==> src/rtl/reg_bank_scan_8.sv <==
// Eight-entry register bank feeding an 8:1 mux, plus a dwell-timed scan sequencer
// that walks the mux select across all channels once or continuously.
module reg_bank_scan_8 #(
   parameter int N     = 8,
   parameter int DWELL = 4
) (
   input  logic         clk,
   input  logic         rst,
   input  logic         we,
   input  logic [2:0]   waddr,
   input  logic [N-1:0] wdata,
   input  logic         clr,
   input  logic         start,
   input  logic         stop,
   input  logic         cont,
   output logic [N-1:0] q0,
   output logic [N-1:0] q1,
   output logic [N-1:0] q2,
   output logic [N-1:0] q3,
   output logic [N-1:0] q4,
   output logic [N-1:0] q5,
   output logic [N-1:0] q6,
   output logic [N-1:0] q7,
   output logic [2:0]   sel,
   output logic         busy,
   output logic         chan_valid,
   output logic         done
);

   typedef enum logic {IDLE, SCAN} state_t;

   localparam logic [7:0] LAST = 8'(DWELL - 1);

   logic [7:0][N-1:0] regs;
   state_t            state;
   logic [7:0]        cnt;

   // clr beats we so a clear is never partially undone by a same-cycle write
   always_ff @(posedge clk or posedge rst) begin
      if (rst)      regs        <= '0;
      else if (clr) regs        <= '0;
      else if (we)  regs[waddr] <= wdata;
   end

   assign q0 = regs[0];
   assign q1 = regs[1];
   assign q2 = regs[2];
   assign q3 = regs[3];
   assign q4 = regs[4];
   assign q5 = regs[5];
   assign q6 = regs[6];
   assign q7 = regs[7];

   always_ff @(posedge clk or posedge rst) begin
      if (rst) begin
         state      <= IDLE;
         cnt        <= '0;
         sel        <= '0;
         busy       <= 1'b0;
         chan_valid <= 1'b0;
         done       <= 1'b0;
      end else begin
         chan_valid <= 1'b0;
         done       <= 1'b0;
         case (state)
            IDLE: begin
               if (start && !stop) begin
                  state      <= SCAN;
                  sel        <= '0;
                  cnt        <= '0;
                  busy       <= 1'b1;
                  chan_valid <= 1'b1;
               end
            end
            SCAN: begin
               if (stop) begin
                  state <= IDLE;
                  busy  <= 1'b0;
               end else if (cnt < LAST) begin
                  cnt <= cnt + 8'd1;
               end else begin
                  cnt <= '0;
                  if (sel != 3'd7) begin
                     sel        <= sel + 3'd1;
                     chan_valid <= 1'b1;
                  end else if (cont) begin
                     sel        <= '0;
                     chan_valid <= 1'b1;
                  end else begin
                     // single pass complete: sel parks on channel 7
                     state <= IDLE;
                     busy  <= 1'b0;
                     done  <= 1'b1;
                  end
               end
            end
            default: state <= IDLE;
         endcase
      end
   end

endmodule

==> config.mk <==
export PLATFORM = sky130hd
export DESIGN_NAME = reg_bank_scan_8
export DESIGN_NICKNAME = d
export VERILOG_FILES = /design/src/rtl/reg_bank_scan_8.sv
export SDC_FILE = /design/constraint.sdc
export NUM_CORES = 1
export LEC_CHECK = 0
export ABC_AREA = 1
export CORE_ASPECT_RATIO = 1.1
export CORE_MARGIN = 2
export CORE_UTILIZATION = 35
export CTS_BUF_LIST = sky130_fd_sc_hd__clkbuf_8
export DETAILED_ROUTE_END_ITERATION = 8
export SLEW_MARGIN = 20
export SYNTH_ARGS = -nofsm -noshare
export SYNTH_HDL_FRONTEND = slang
export SYNTH_SLANG_ARGS = --single-unit
==> constraint.sdc <==
create_clock -name clk -period 2.5 [get_ports clk]
set_input_delay 0.25 -clock clk [delete_from_list [all_inputs] [get_ports clk]]
set_output_delay 0.25 -clock clk [all_outputs]
set_load 0.01 [all_outputs]
==> impl_metrics.tcl, run 1 <==
set metrics [dict create \
    status "completed" \
    power_per_cell_area_nw_per_um2 614 \
    maxCapViolations 0 \
    gr-usage-all-layers 0.170 \
    drtPass1Iterations 4 \
    leakagePower_uw 0.00189 \
    synth-edff-count 0 \
    routed_vias_inst 4.98 \
    ios 88 \
    synthesis.nets 323 \
    final_layout_size_suffix_gt1_frac 0.0605 \
    cts-hold-fix-buffers 0 \
    cts_buffer_depth 2 \
    most-common-layout-cells "clkdlybuf4s50_1 (87), dfrtp_1 (79), o21ai_0 (65)" \
    placementRows 35 \
    crit_required_ps 2730 \
    critPathCapture "q2[0]" \
    critPathMaxFanout 16 \
    power.total_uw 2590 \
    mostFrequentLayoutCell "clkdlybuf4s50_1" \
    cp-start-kind "primary input" \
    final-hold-violation-count 0 \
    cts_num_sinks 79 \
    globalRoute.busiestLayer "met2" \
    slew_headroom 0.575 \
    route.antenna.remaining_nets 0 \
    critical_path.startpoint "we" \
    distinct_cell_type_count_after_synthesis 16 \
    cts_resized 0 \
    numCtsBuffers 9 \
    timing.final.crit_period_ps 1580 \
    drc 0 \
    asyncSetResetFlopFracSynth 1.00 \
    critical_path.reg2reg.endpoint "sel[1]" \
    grt_setup_unrepaired "no" \
    synth.cell_area_sq_um 3040 \
    power.ir.vdd_worst_v 0.000382 \
    root_buffer "clkbuf_8" \
    cts_setup_buffers 0 \
    end_kind "flip-flop" \
    first_global_vias 2343 \
    nNetsFinal 413 \
    gr-usage-met1 0.244 \
    count_of_antenna_diodes_in_the_layout 0 \
    filler_cell_count 797 \
    floorplan.core_area_sq_um 8410 \
    postRouteWirelength_um 7670 \
    setup-tns-final_ps 0 \
    grt_pass1_wl_um 12300 \
    setup_violations 0 \
    worst-path-stages 3 \
    fmax_mhz 635 \
    timing.critical_path.max_delay_family "buffers and inverters" \
    areaGrowthSynthToFinish_pct 38.7 \
    met3_usage 0.0472 \
    clock_tree.htree_level_count 3 \
    floorplan.die_area_sq_um 9460 \
    syn-instance-count 302 \
    critical_path.max_stage_delay_ps 660 \
    starting_density_of_the_core 0.362 \
    number_of_synthesized_register_bits 79 \
    rrSetupSlack_ps 1020 \
    globalplace.congestion 0.707 \
    clock-skew-final_ps 4.06 \
    setup.worst_path.class "primary input to flip-flop" \
    worst-slew-pin-transition_ps 634 \
    drtIter0Drc 87 \
    grt_overflow 0 \
    synth_seq_area_share 0.649 \
    fp.dieW_um 92.9 \
    antenna_found_initial 0 \
    tritoncts_clock_tree "done" \
    grt_max_degree 45 \
    timing.critical_path.buf_inv 1 \
    path_clk_slew_ps 90 \
    worstRegToRegCells 8 \
    dp_hpwl_um 5310 \
    dominantRegCellSynth "dfrtp_1" \
    hold-worst-slack_ps 267 \
    final_cycle_utilization_of_the_critical_path 0.630 \
    cpMaxStageDelayCell "clkdlybuf4s50_1" \
    dr_total_vias 2531 \
    worstPathCellList "clkdlybuf4s50_1, nand4_1, o21ai_0" \
    global_route.usage.met2 0.252 \
    numPortBuffers 87 \
    yosys_warnings 0 \
    type_of_the_worst_min_delay_path "primary input to async pin" \
    postSynthAreaPerCell_sq_um 10.1 \
    worst-endpoint-arrival_ps 1810 \
    die_h_um 102 \
    routed_wire_length_per_instance_um 15.1 \
    critical_path.reg2reg.startpoint "sel[0]" \
    final_max_slew_viol_count 0 \
    clkLatencyLatePin_ps 340 \
]
==> logic make-up (layout without fill, tap and decap cells) <==
family          count (synthesis)  after routing  share of synthesized area
simple gates                  121            121                      0.180
flops                          79             79                      0.649
compound gates                 68             68                      0.115
buf+inv                        31            126                     0.0432
fa+ha+maj                       3              3                     0.0123
==> cell usage after synthesis, types with 3 or more instances <==
| master | number | share of area |
|---|---|---|
| dfrtp_1 | 79 | 0.65 |
| nand2_1 | 42 | 0.052 |
| nand3_1 | 61 | 0.10 |
| buf_2 | 9 | 0.015 |
| nand4_1 | 6 | 0.012 |
| buf_1 | 3 | 0.0037 |
| o21ai_0 | 65 | 0.11 |
| nor2_1 | 11 | 0.014 |
| ha_1 | 3 | 0.012 |
| inv_1 | 17 | 0.021 |
==> power by group <==
group	switching, uW	leakage [uW]	internal (uW)
logic	199	0.000704	151
clock network	471	0.0000966	393
registers	40.1	0.00109	1340
total	710	0.00189	1880
==> worst min path at each step <==
stage	from	endpoint
after floorplan	cont	done
after global placement	busy	busy
after detailed placement	busy	busy
after CTS	rst	q4[0]
after global routing	rst	q4[0]
final	rst	q4[0]
==> layout make-up <==
class | instances | area, sq um | area share
clock inverter | 6 | 45.0 | 0.0107
sequential | 79 | 1980 | 0.468
timing repair buffer | 92 | 921 | 0.218
inverter | 18 | 67.6 | 0.0160
multi-input combinational | 192 | 936 | 0.222
tap | 111 | 139 | 0.0329
clock buffer | 10 | 138 | 0.0326
==> layer usage <==
| metal | vias up | part of all wire |
|---|---|---|
| met3 | 12 | 0.077 |
| met1 | 1205 | 0.47 |
| met4 | 0 | 0.018 |
| met2 | 98 | 0.43 |
| li1 | 1216 | - |
| met5 | - | 0 |
==> state kept, by name, summed over array words and instances, names as in the netlist <==
register,count
state,1
sel,3
busy,1
q3,8
q6,8
q7,8
cnt,8
q4,8
q2,8
chan_valid,1
done,1
q1,8
q0,8
q5,8
==> per-stage QoR <==
stage	setup WS [ps]	utilization	std cells	instance area (sq um)
final	924	0.502	508	4220
after global routing	714	0.502	508	4220
after floorplan	227	-	302	3040
after detailed placement	607	0.481	492	4040
after CTS	937	0.502	508	4220
after global placement	628	0.481	492	4040
No activity file was read; power rests on OpenSTA's default activity.
==> run 2: changes to the inputs <==
==> constraint.sdc (replaced) <==
create_clock -name clk -period 1.4 [get_ports clk]
set_input_delay 0.14 -clock clk [delete_from_list [all_inputs] [get_ports clk]]
set_output_delay 0.14 -clock clk [all_outputs]
set_load 0.01 [all_outputs]
==> run 2 against run 1 <==
  * Global-route usage is 1.8 points higher
  * Critical path type is now flip-flop to flip-flop
  * Via count is 4.3% higher
  * Sequential cell count stayed put
  * Critical endpoint is now sel[0]
  * Routed wire length is 7.2% higher
  * Hold slack worse by 75 ps
  * Sequential share of layout area is 3.3 points lower
==> impl_metrics.tcl, run 2 (synthesis results as in run 1) <==
set metrics [dict create \
    status "completed" \
    drtIter0Drc 121 \
    power.ir.vdd_worst_v 0.000687 \
    floorplan.core_area_sq_um 8410 \
    grt_pass1_wl_um 13400 \
    setup-tns-final_ps 0 \
    routed_vias_inst 4.96 \
    cts-hold-fix-buffers 0 \
    maxCapViolations 0 \
    comb_power_share 0.135 \
    final_cycle_utilization_of_the_critical_path 0.935 \
    power.switching_fraction 0.255 \
    internal_power_uw 3950 \
    clkLatencyLatePin_ps 360 \
    count_of_antenna_diodes_in_the_layout 0 \
    setup_violations 0 \
    root_buffer "clkbuf_8" \
    final_layout_size_suffix_gt1_frac 0.135 \
    final_core_util 0.540 \
    gr-usage-all-layers 0.187 \
    cts_buffer_depth 2 \
    fp.dieW_um 92.9 \
    final_max_slew_viol_count 0 \
    filler_cell_count 782 \
    power_per_cell_area_nw_per_um2 1170 \
    clock_tree.htree_level_count 3 \
    routed_wire_length_per_instance_um 15.4 \
    areaGrowthSynthToFinish_pct 49.1 \
    floorplan.die_area_sq_um 9460 \
    worst-slew-pin-transition_ps 407 \
    cp-start-kind "flip-flop" \
    nNetsFinal 437 \
    placementRows 35 \
    dp_hpwl_um 5710 \
    leakagePower_uw 0.00245 \
    grt_max_degree 64 \
    antenna_found_initial 0 \
    clock-skew-final_ps 6.10 \
    dpl_cell_area_sq_um 4320 \
    final-hold-violation-count 0 \
    dr_total_vias 2640 \
    critPathMaxFanout 3 \
    end_kind "flip-flop" \
    met3_usage 0.0509 \
    dp_cells 515 \
    setup.worst_path.class "flip-flop to flip-flop" \
    register_share_of_total_power 0.462 \
    globalRoute.busiestLayer "met2" \
    worst-endpoint-arrival_ps 1610 \
    die_h_um 102 \
    final-instance-count-excl-fill 532 \
    cts_num_sinks 79 \
    most-common-layout-cells "dfrtp_1 (79), o21ai_0 (65), dlygate4sd2_1 (65)" \
    gr-usage-met1 0.251 \
    global_route.usage.met2 0.293 \
    first_global_vias 2558 \
    mostFrequentLayoutCell "dfrtp_1" \
    postLayoutCellArea_sq_um 4540 \
    type_of_the_worst_min_delay_path "primary input to async pin" \
    total_switching_power_uw 1350 \
    drtPass1Iterations 4 \
    worstRegToRegCells 8 \
    timing.final.crit_period_ps 1310 \
    fmax_mhz 764 \
    power.total_uw 5300 \
    tritoncts_clock_tree "done" \
    globalplace.congestion 0.773 \
    drc 0 \
    postRouteWirelength_um 8220 \
    numCtsBuffers 9 \
    route.antenna.remaining_nets 0 \
    grt_overflow 0 \
    numPortBuffers 87 \
    crit_required_ps 1700 \
    starting_density_of_the_core 0.362 \
    path_clk_slew_ps 80 \
    ios 88 \
    power.share.clock 0.403 \
    slew_headroom 0.728 \
]
==> run 2: cell types whose count changed in the layout (fill, tap and decap cells not counted), sizes merged, moves of 3 or more <==
cell / before / now
clkdlybuf4s50: 87 / 17
dlygate4sd2: 0 / 65
clkinvlp: 0 / 3
bufinv: 0 / 3
dlymetal6s2s: 0 / 5
clkinv: 5 / 0
buf: 5 / 29
==> run 2: critical path: stages (launching register included) <==
cell	delay, ps
dfrtp_1	390
ha_2	190
ha_2	180
nand2_2	80
nand2_4	60
inv_2	80
buf_4	110
nand3b_1	80
nand2_1	80
==> run 2: cell type report <==
| type | instances | area (sq um) | share of cell area |
|---|---|---|---|
| multi-input combinational | 192 | 962 | 0.212 |
| clock inverter | 6 | 115 | 0.0254 |
| tap | 111 | 139 | 0.0306 |
| timing repair buffer | 116 | 1130 | 0.250 |
| clock buffer | 10 | 138 | 0.0303 |
| sequential | 79 | 1980 | 0.436 |
| inverter | 18 | 75.1 | 0.0165 |
==> run 2: stage by stage <==
stage                     setup WS (ps)  hold slack [ps]
after global routing              -8.86              218
after detailed placement           -305              463
after floorplan                    41.8              310
after global placement             -281              463
final                              90.9              191
after CTS                         0.928              188
==> run 2: metal layers <==
metal / wire [um] / share of wire / up-vias
li1: - / - / 1272
met1: 3760 / 0.46 / 1265
met2: 3740 / 0.45 / 88
met3: 574 / 0.070 / 15
met4: 145 / 0.018 / 0
met5: 0 / 0 / -
==> run 2: repair_timing <==
item | CTS | global route
gates resized for setup | 67 | 13
setup buffers | 1 | 0
pin swaps | 0 | 2
endpoints found under the setup margin | 67 | 18
==> run 2: power by group through the flow <==
stage / clock [uW] / combinational, uW / sequential, uW
floorplan: 0 / 292 / 2530
global placement: 0 / 734 / 2490
detailed placement: 0 / 748 / 2500
CTS: 2180 / 715 / 2450
global route: 2280 / 812 / 2470
finish: 2140 / 718 / 2450
==> run 2: final timing paths <==
| check | slack (ps) | endpoint | start |
|---|---|---|---|
| max in group asynchronous | 910 | q7[6] | rst |
| worst min-delay path | 190 | cnt[2] | rst |
| min in group clk | 430 | done | cont |
| worst max register to register | 90 | sel[0] | sel[1] |
| worst max-delay path | 90 | sel[0] | sel[1] |
| worst min register to register | 480 | busy | busy |
==> run 3: changes to the inputs <==
--- a/config.mk
+++ b/config.mk
@@ -6,6 +6,7 @@
 export NUM_CORES = 1
 export LEC_CHECK = 0
 export ABC_AREA = 1
+export CAP_MARGIN = 10
 export CORE_ASPECT_RATIO = 1.1
 export CORE_MARGIN = 2
 export CORE_UTILIZATION = 35
==> results of run 3 <==
Same layout as run 2: the final DEF is identical, and so are final timing and power.
